===== config.mk =====
export PLATFORM = sky130hd
export DESIGN_NAME = ifetch_unit_flat
export DESIGN_NICKNAME = d
export VERILOG_FILES = /design/src/rtl/ifetch_pkg.sv /design/src/rtl/wishbone_if.sv /design/src/rtl/fetch_fifo.sv /design/src/rtl/ifetch_unit.sv /design/src/flat_wrapper.sv
export SDC_FILE = /design/constraint.sdc
export NUM_CORES = 1
export LEC_CHECK = 0
export CAP_MARGIN = 20
export CORE_ASPECT_RATIO = 1.1
export CORE_UTILIZATION = 45
export CTS_BUF_LIST = sky130_fd_sc_hd__clkbuf_4
export DETAILED_ROUTE_END_ITERATION = 10
export PLACE_DENSITY_LB_ADDON = 0.05
export SLEW_MARGIN = 20
export SYNTH_ARGS = -nofsm -noshare
export SYNTH_HDL_FRONTEND = slang
export SYNTH_HIERARCHICAL = 1
export SYNTH_SLANG_ARGS = --single-unit

===== constraint.sdc =====
create_clock -name clk -period 12.3 [get_ports clk]
set_input_delay 3.69 -clock clk [delete_from_list [all_inputs] [get_ports clk]]
set_output_delay 3.69 -clock clk [all_outputs]
set_load 0.02 [all_outputs]

===== src/rtl/ifetch_pkg.sv =====
// Shared types for the instruction fetch front end: FSM states, Wishbone
// transfer-width codes and the prefetch FIFO entry layout.
package ifetch_pkg;

  localparam int FETCH_XLEN = 32;

  typedef enum logic [1:0] {
    FETCH,
    STALL,
    FLUSH
  } fetch_state_t;

  typedef enum logic [1:0] {
    WB_WIDTH_BYTE = 2'b00,
    WB_WIDTH_HALF = 2'b01,
    WB_WIDTH_WORD = 2'b10
  } wb_width_t;

  typedef struct packed {
    logic [FETCH_XLEN-1:0] pc;
    logic [FETCH_XLEN-1:0] instr;
  } fetch_entry_t;

endpackage


===== src/rtl/wishbone_if.sv =====
// Minimal Wishbone bundle used between the fetch unit and the ROMBlock slave.
interface WISHBONE_IF #(
  parameter int AW = 32,
  parameter int DW = 32
) ();

  logic          cyc;
  logic          stb;
  logic          we;
  logic [AW-1:0] addr;
  logic [1:0]    width;
  logic [DW-1:0] data_write;
  logic          ack;
  logic [DW-1:0] data_read;

  modport master (
    output cyc, stb, we, addr, width, data_write,
    input  ack, data_read
  );

  modport slave (
    input  cyc, stb, we, addr, width, data_write,
    output ack, data_read
  );

endinterface


===== src/rtl/fetch_fifo.sv =====
// Prefetch FIFO of {pc, instr} entries. The head entry is held in its own
// register so it stays put when the FIFO drains, and a word pushed into an
// empty FIFO appears at the head on the following cycle.
module fetch_fifo
  import ifetch_pkg::*;
#(
  parameter int DEPTH = 4,
  parameter int AW    = $clog2(DEPTH),
  parameter int CW    = $clog2(DEPTH) + 1
) (
  input  logic          clk,
  input  logic          rst,
  input  logic          clear,
  input  logic          push,
  input  fetch_entry_t  din,
  input  logic          pop,
  output logic          full,
  output logic          empty,
  output logic [CW-1:0] count,
  output fetch_entry_t  head
);

  fetch_entry_t  mem [DEPTH];
  logic [AW-1:0] wr_ptr;
  logic [AW-1:0] rd_ptr;
  logic [AW-1:0] rd_ptr_n;
  logic [CW-1:0] count_n;
  logic          push_ok;
  logic          pop_ok;

  assign full    = (count == CW'(DEPTH));
  assign empty   = (count == '0);
  assign pop_ok  = pop && !empty;
  assign push_ok = push && (!full || pop_ok);

  // Next read pointer and occupancy after this cycle's push/pop
  always_comb begin
    rd_ptr_n = pop_ok ? rd_ptr + AW'(1) : rd_ptr;
    count_n  = count + CW'(push_ok) - CW'(pop_ok);
  end

  // Pointer and occupancy bookkeeping; clear empties the FIFO at once
  always_ff @(posedge clk) begin
    if (rst || clear) begin
      wr_ptr <= '0;
      rd_ptr <= '0;
      count  <= '0;
    end else begin
      if (push_ok) wr_ptr <= wr_ptr + AW'(1);
      rd_ptr <= rd_ptr_n;
      count  <= count_n;
    end
  end

  // Entry storage
  always_ff @(posedge clk) begin
    if (push_ok) mem[wr_ptr] <= din;
  end

  // Head register: forward the incoming word when it becomes the head,
  // otherwise load the slot the read pointer lands on; hold when empty
  always_ff @(posedge clk) begin
    if (rst) begin
      head <= '0;
    end else if (!clear && (count_n != '0)) begin
      head <= (push_ok && (wr_ptr == rd_ptr_n)) ? din : mem[rd_ptr_n];
    end
  end

endmodule


===== src/rtl/ifetch_unit.sv =====
// Instruction fetch front end: Wishbone master reading words from the
// ROMBlock, a prefetch FIFO, and a valid/ready port towards decode.
// Optional macro IFETCH_BYPASS_EN: when the FIFO is empty and decode is
// ready, an acked word is handed straight to decode in the same cycle.
module ifetch_unit
  import ifetch_pkg::*;
#(
  parameter int               XLEN         = 32,
  parameter logic [XLEN-1:0]  RESET_VECTOR = 32'h0000_0000,
  parameter int               FIFO_DEPTH   = 4
) (
  input  logic            clk,
  input  logic            rst,
  WISHBONE_IF.master      mem_wb,
  output logic            if_valid,
  input  logic            if_ready,
  output logic [XLEN-1:0] if_instr,
  output logic [XLEN-1:0] if_pc,
  input  logic            flush,
  input  logic [XLEN-1:0] flush_pc
);

  localparam int CW = $clog2(FIFO_DEPTH) + 1;

  fetch_state_t    state;
  logic            cyc_q;
  logic [XLEN-1:0] fetch_pc;

  logic            ack_v;
  logic            bypass;
  logic            push_en;
  logic            pop_en;
  logic            fifo_empty;
  logic            unused_fifo_full;
  logic [CW-1:0]   fifo_count;
  logic [CW-1:0]   occ_next;
  logic [1:0]      unused_flush_lsbs;
  fetch_entry_t    push_entry;
  fetch_entry_t    head;

  // An ack only counts while our own bus cycle is open
  assign ack_v = cyc_q && mem_wb.ack && !rst;

`ifdef IFETCH_BYPASS_EN
  assign bypass = ack_v && fifo_empty && if_ready && !flush;
`else
  assign bypass = 1'b0;
`endif

  // Flush discards the word acked in the same cycle and any pending pop
  assign push_en  = ack_v && !flush && !bypass;
  assign pop_en   = !fifo_empty && if_ready && !flush;
  assign occ_next = fifo_count + CW'(push_en) - CW'(pop_en);

  assign push_entry = '{pc: fetch_pc, instr: mem_wb.data_read};
  assign unused_flush_lsbs = flush_pc[1:0];

  fetch_fifo #(
    .DEPTH (FIFO_DEPTH)
  ) u_fifo (
    .clk   (clk),
    .rst   (rst),
    .clear (flush),
    .push  (push_en),
    .din   (push_entry),
    .pop   (pop_en),
    .full  (unused_fifo_full),
    .empty (fifo_empty),
    .count (fifo_count),
    .head  (head)
  );

  assign if_valid = !fifo_empty || bypass;
  assign if_instr = bypass ? mem_wb.data_read : head.instr;
  assign if_pc    = bypass ? fetch_pc : head.pc;

  assign mem_wb.cyc        = cyc_q;
  assign mem_wb.stb        = cyc_q;
  assign mem_wb.we         = 1'b0;
  assign mem_wb.width      = WB_WIDTH_WORD;
  assign mem_wb.addr       = fetch_pc;
  assign mem_wb.data_write = '0;

  // Fetch FSM: holds a request until ack, issues back-to-back while FIFO
  // space remains after this cycle's push/pop, parks in STALL when full
  always_ff @(posedge clk) begin
    if (rst) begin
      state    <= FETCH;
      cyc_q    <= 1'b0;
      fetch_pc <= RESET_VECTOR;
    end else if (flush) begin
      state    <= FLUSH;
      cyc_q    <= 1'b0;
      fetch_pc <= {flush_pc[XLEN-1:2], 2'b00};
    end else begin
      case (state)
        FETCH: begin
          if (ack_v) fetch_pc <= fetch_pc + XLEN'(4);
          if (cyc_q && !ack_v) begin
            cyc_q <= 1'b1;
          end else if (occ_next == CW'(FIFO_DEPTH)) begin
            state <= STALL;
            cyc_q <= 1'b0;
          end else begin
            cyc_q <= 1'b1;
          end
        end
        STALL: begin
          if (pop_en) begin
            state <= FETCH;
            cyc_q <= 1'b1;
          end
        end
        FLUSH: begin
          state <= FETCH;
          cyc_q <= 1'b1;
        end
        default: begin
          state <= FETCH;
          cyc_q <= 1'b0;
        end
      endcase
    end
  end

endmodule


===== src/flat_wrapper.sv =====
// flat-port wrapper written by rule: the top's interface ports become plain ports
module ifetch_unit_flat import ifetch_pkg::*;
#(
  parameter int               XLEN         = 32,
  parameter logic [XLEN-1:0]  RESET_VECTOR = 32'h0000_0000,
  parameter int               FIFO_DEPTH   = 4
)
  (clk, rst, if_valid, if_ready, if_instr, if_pc, flush, flush_pc, mem_wb_cyc, mem_wb_stb, mem_wb_we, mem_wb_addr, mem_wb_width, mem_wb_data_write, mem_wb_ack, mem_wb_data_read);
  WISHBONE_IF mem_wb_i ();
  input  logic clk;
  input  logic rst;
  output logic if_valid;
  input  logic if_ready;
  output logic [XLEN-1:0] if_instr;
  output logic [XLEN-1:0] if_pc;
  input  logic flush;
  input  logic [XLEN-1:0] flush_pc;
  output wire logic [$bits(mem_wb_i.cyc)-1:0] mem_wb_cyc;
  output wire logic [$bits(mem_wb_i.stb)-1:0] mem_wb_stb;
  output wire logic [$bits(mem_wb_i.we)-1:0] mem_wb_we;
  output wire logic [$bits(mem_wb_i.addr)-1:0] mem_wb_addr;
  output wire logic [$bits(mem_wb_i.width)-1:0] mem_wb_width;
  output wire logic [$bits(mem_wb_i.data_write)-1:0] mem_wb_data_write;
  input wire logic [$bits(mem_wb_i.ack)-1:0] mem_wb_ack;
  input wire logic [$bits(mem_wb_i.data_read)-1:0] mem_wb_data_read;
  assign mem_wb_cyc = mem_wb_i.cyc;
  assign mem_wb_stb = mem_wb_i.stb;
  assign mem_wb_we = mem_wb_i.we;
  assign mem_wb_addr = mem_wb_i.addr;
  assign mem_wb_width = mem_wb_i.width;
  assign mem_wb_data_write = mem_wb_i.data_write;
  assign mem_wb_i.ack = mem_wb_ack;
  assign mem_wb_i.data_read = mem_wb_data_read;
  ifetch_unit #(.XLEN(XLEN), .RESET_VECTOR(RESET_VECTOR), .FIFO_DEPTH(FIFO_DEPTH)) u_core (.clk(clk), .rst(rst), .mem_wb(mem_wb_i), .if_valid(if_valid), .if_ready(if_ready), .if_instr(if_instr), .if_pc(if_pc), .flush(flush), .flush_pc(flush_pc));
endmodule

# == Word level (Yosys, flattened, before mapping) ==
# Memory sizes are Yosys's and may differ from the RTL's. A register that Yosys moved wholly into a read port is not among the register bits.
# Index checks and enable logic that the tools add are counted.
# word_totals
reg_bits,42
ram_bits,256
inputBits,69
out_inout_bits,134
word_cells,67
n_memories,1
# op_classes
addsub,7
eq_ne,10
n_mux,15
reduce_logical,26
# mem_list
name,depth,word_bits,read_ports,rd_ports_with_merged_regs,write_ports,line,rtl
u_core.u_fifo.mem,4,64,1,1,1,fetch_fifo.sv:23,fetch_entry_t mem [DEPTH];
# ops
op,count
2-to-1 mux 32 bit,3
"adder 32 x 3 -> 32 bit, second input constant",1
2-to-1 mux 2 bit,5
logical AND 1 bit,9
adder 3 x 1 -> 3 bit,2
"equality test 3 bit, second input constant",2
"!= test 3 x 2 -> 1 bit, second input constant",2
AND reduction 3 bit,2
subtractor 3 x 1 -> 3 bit,2
logical NOT 1 bit,5
2-to-1 mux 1 bit,5
"adder 2 x 1 -> 2 bit, second input constant",2
"!= test 2 x 1 -> 1 bit, second input constant",2
one-hot mux 2 bit (2 select lines),1
AND reduction 2 bit,2
nonzero test 2 bit,2
logical NOT 3 bit,1
"!= test 3 bit, second input constant",1
one-hot mux 1 bit (3 select lines),1
nonzero test 3 bit,1
"equality test 2 x 1 -> 1 bit, second input constant",1
"equality test 2 bit, second input constant",1
logical NOT 2 bit,1
logical OR 1 bit,2
other kinds (2),2

# == Depth between registers and ports, before layout ==
# logic_depth
word_depth,11
ltp_mapped,18
ltp_nobuf,14

# == Hierarchy ==
# Netlist, hierarchy kept.
# by_module_without_submodules
module,instances,cells_per_inst,area_per_inst_um2,seq_area_each_um2
fetch_fifo,1,1036,15342.2,9108.7
ifetch_unit,1,296,2392.3,660.6

# == Least setup slack after synthesis ==
# OpenSTA, ideal clock, no wires.
# synth_timing
path_type,input to register
from,in flush
to,reg u_core/u_fifo/head[41] (netlist name)
setup_ns,0.069
arrival_ns,6.858
required_time_ns,12.231
path_slack_ns,5.373
stages,17
n_path_buf,5
path_cell_list,clkbuf_1 clkbuf_1 nor2_1 o31a_2 buf_4 clkbuf_1 nand2b_1 nand2_1 ha_1 fa_1 xnor2_1 xnor2_1 or3_1 a21oi_2 clkbuf_1 nand2_1 o21ai_1
# synth_via
elab_chain_cells,9
word_cells_on_any_way,11
cone_classes,2 x add/sub; 1 x mux; 8 x reduce/logical
# synth_lines
item,line,rtl
from (decl),flat_wrapper.sv:16,input logic flush;
logical NOT 1 bit *,ifetch_unit.sv:52,assign pop_en = !fifo_empty && if_ready && !flush;
logical AND 1 bit *,ifetch_unit.sv:52,
net u_core.pop_en,ifetch_unit.sv:32,logic pop_en;
logical AND 1 bit *,fetch_fifo.sv:33,assign pop_ok = pop && !empty;
logical OR 1 bit,fetch_fifo.sv:34,assign push_ok = push && (!full || pop_ok);
logical AND 1 bit,fetch_fifo.sv:34,
adder 3 x 1 -> 3 bit,fetch_fifo.sv:39,count_n = count + CW'(push_ok) - CW'(pop_ok);
subtractor 3 x 1 -> 3 bit,fetch_fifo.sv:39,
nonzero test 3 bit,fetch_fifo.sv:65,end else if (!clear && (count_n != '0)) begin
logical AND 1 bit,fetch_fifo.sv:65,
# The timed path passes the listed nets; every way through them passes the cells marked *.
# A chain may end at the register's enable or synchronous reset.

# == Final worst setup path ==
# layout_timing
from,in flush
to,reg u_core/u_fifo/head[2] (netlist name)
# layout_via
word_cells_on_any_way,11
cone_classes,2 x add/sub; 1 x mux; 8 x reduce/logical
# layout_lines
item,line,rtl
logical NOT 1 bit,ifetch_unit.sv:51,assign push_en = ack_v && !flush && !bypass;
logical AND 1 bit,ifetch_unit.sv:51,
net u_core.push_en,ifetch_unit.sv:31,logic push_en;
logical AND 1 bit,fetch_fifo.sv:34,
adder 3 x 1 -> 3 bit,fetch_fifo.sv:39,
subtractor 3 x 1 -> 3 bit,fetch_fifo.sv:39,
nonzero test 3 bit,fetch_fifo.sv:65,
logical AND 1 bit,fetch_fifo.sv:65,
# The timed path passes the listed nets, and every way through them passes these cells.

==> results.md <==
* Status: finished clean
* GPL Wtd Cong at around 0.78
* Post-DRT Antenna Nets at 0
* Avg Inst Size Synth at 13.3 um2
* Post-DP HPWL at 23900 um
* Post-cts sizing count at 0
* Power share of the sequential group at 53.4%
* CP endpoint kind: flip-flop
* Vias in the first global route at 11600
* Mapped Cells at about 1300
* Wire per inst at 19.4 um
* Switch share at 23.2%
* Die area at between 40000 and 50000 um2
* Share of cells above drive strength 1 at 15.4%
* Hold crit path type: flip-flop to flip-flop
* Clock root cell: clkbuf_4
* Worst-Skew Late Latency at 0.77 ns
* Area delta synth->final at 16.5%
* CTS tree: done
* Worst Path Arrival at 8.38 ns
* Pleak at slightly below 8 nW
* Total Wirelength at between 40000 and 50000 um
* Num CTS Buffers at 96
* Clock power frac at 41.8%
* FMAX at about 130 MHz
* # rows at 75
* Die X at 191 um
* Final Hold Viols at 0
* Clk slew on worst S/H paths at ~0.06 ns
* WS Path Type: input pin to flip-flop
* Tmin final at slightly below 8 ns
* Fill count at 3355
* CP startpoint kind: input pin
* Global-route usage over all layers at about a fifth
* DR pass1 iterations at 5
* Vias at approximately 12000
* CP max FO at 43
* Power Internal at 0.00192 W
* Critical Path RT at 12.98 ns
* Final setup margin at 4.60 ns
* Tcrit/Tclk final at 62.6%
* Hold_buf cts at 0
* Fin util at between 50% and 60%
* Switching power total at between 0.0005 and 0.0006 W
* Total of max-cap violations at 0
* Initial antenna violation count at 1
* Initial Util at 46.1%
* CTS Buffer Depth at 3
* CORE AREA at about 38000 um2
* Largest net degree at the start of global routing at 130
* # nets final at 1608
* First-pass GRT wire length at 63100 um
* Hold slack at ~0.44 ns
* Power Density at around 120 nW/um2
* Final setup viols at 0
* Relative slew margins at between 20% and 30%
* Netlist Area Pre-Place at 17700 um2
* Drt drc at 0
* VDD IR max at 0.0724 mV
* Die Y at 210 um
* Clock sink count at 360
* Combinational power share at 4.8%
* Slew @ Worst Pin at 1.11 ns
* Unrepaired setup endpoints after global routing: no
* Skew final at between 0.03 and 0.04 ns
* # H-tree levels at 3
* Postcts setup bufs at 0
* Initial DRC count at 573
* TNS Setup at 0 ns
* Yosys warning count at 6
* GR Overflow Total at 0
* Setup WS pre-CTS at 3.85 ns
* PortBufs at 163
* Boundary Pins at 203
* Routed vias/inst at roughly 5.5
* Slew Viols, Final at 0
[final timing paths]
kind / start / end / slack [ns] / depth (start not counted)
worst max-delay path: flush / u_core/u_fifo/head[2] / 4.60 / 15
worst min-delay path: u_core/u_fifo/head[3] / u_core/u_fifo/head[3] / 0.44 / 2
worst max register to register: u_core/u_fifo/count[1] / u_core/u_fifo/head[2] / 7.93 / 13
worst min register to register: u_core/u_fifo/head[3] / u_core/u_fifo/head[3] / 0.44 / 2
[state kept, by name, summed over array words and instances, names as in the netlist]
name and cells:
u_core/u_fifo/mem 256, u_core/u_fifo/head 64, u_core/mem_wb.addr 30, u_core/u_fifo/count 3
u_core/state 2, u_core/u_fifo/rd_ptr 2, u_core/u_fifo/wr_ptr 2, u_core/mem_wb.cyc 1
[layout make-up]
cell class / instances / area, um2 / share of cell area (%)
flip-flops and latches: 360 / 9780 / 47.3
clock inverters: 35 / 164 / 0.794
well taps: 500 / 626 / 3.03
multi-input cells: 875 / 7180 / 34.7
repair buffers: 178 / 1770 / 8.57
diodes: 1 / 2.50 / 0.0121
clock buffers: 144 / 1080 / 5.23
inverters: 15 / 56.3 / 0.273
[power by group through the flow]
stage | clock (W) | combinational (W) | sequential [W]
finish | 0.00105 | 0.000120 | 0.00134
global route | 0.00115 | 0.000130 | 0.00134
CTS | 0.00108 | 0.000121 | 0.00134
detailed placement | 0 | 0.000120 | 0.00136
global placement | 0 | 0.000119 | 0.00136
floorplan | 0 | 0.0000567 | 0.00137
[layer usage]
| layer | wire, um | vias to the layer above | GRT usage, % |
|---|---|---|---|
| met5 | 0 | - | 0 |
| met4 | 720 | 0 | 7.72 |
| met3 | 2060 | 54 | 3.78 |
| met2 | 20300 | 304 | 34.8 |
| met1 | 17800 | 5725 | 26.3 |
| li1 | - | 5454 | - |
[cells in the final DEF (no fill, tap or decap), drive strengths merged, types with 4 or more instances in the layout]
| cell type | n |
|---|---|
| buf | 15 |
| nor2 | 24 |
| a211oi | 11 |
| xnor2 | 11 |
| ha | 11 |
| xor2 | 6 |
| a21oi | 4 |
| clkinv | 33 |
| or3 | 9 |
| o31ai | 9 |
| or4 | 7 |
| mux2i | 249 |
| a311oi | 11 |
| edfxtp | 256 |
| nor3 | 11 |
| a31oi | 4 |
| inv | 16 |
| nand3 | 18 |
| nor4 | 7 |
| clkbuf | 144 |
| clkdlybuf4s50 | 163 |
| conb | 47 |
| mux4 | 62 |
| nand4 | 13 |
| o211ai | 4 |
| and2 | 75 |
| o21ai | 138 |
| and3 | 10 |
| nand2 | 90 |
| dfxtp | 104 |
[per-stage QoR]
stage | power, W | cells | cell area (um2)
after floorplan | 0.00142 | 1376 | 17900
after global placement | 0.00148 | 1927 | 19400
after detailed placement | 0.00148 | 1928 | 19400
after CTS | 0.00254 | 2107 | 20600
after global routing | 0.00262 | 2108 | 20700
final | 0.00250 | 2108 | 20700
[critical path: stages]
cell and delay (ns):
clkdlybuf4s50_1 1.07, nor2_1 0.33, and3_1 0.32, o21a_1 0.25
nand2_1 0.13, nand2_1 0.06, ha_1 0.19, fa_1 0.38
xnor2_1 0.17, xnor2_1 0.14, or3_1 0.18, and2_2 0.51
buf_4 0.57, o21ai_0 0.19, o21ai_1 0.14
Note: power is estimated with default switching activity, not from simulation.
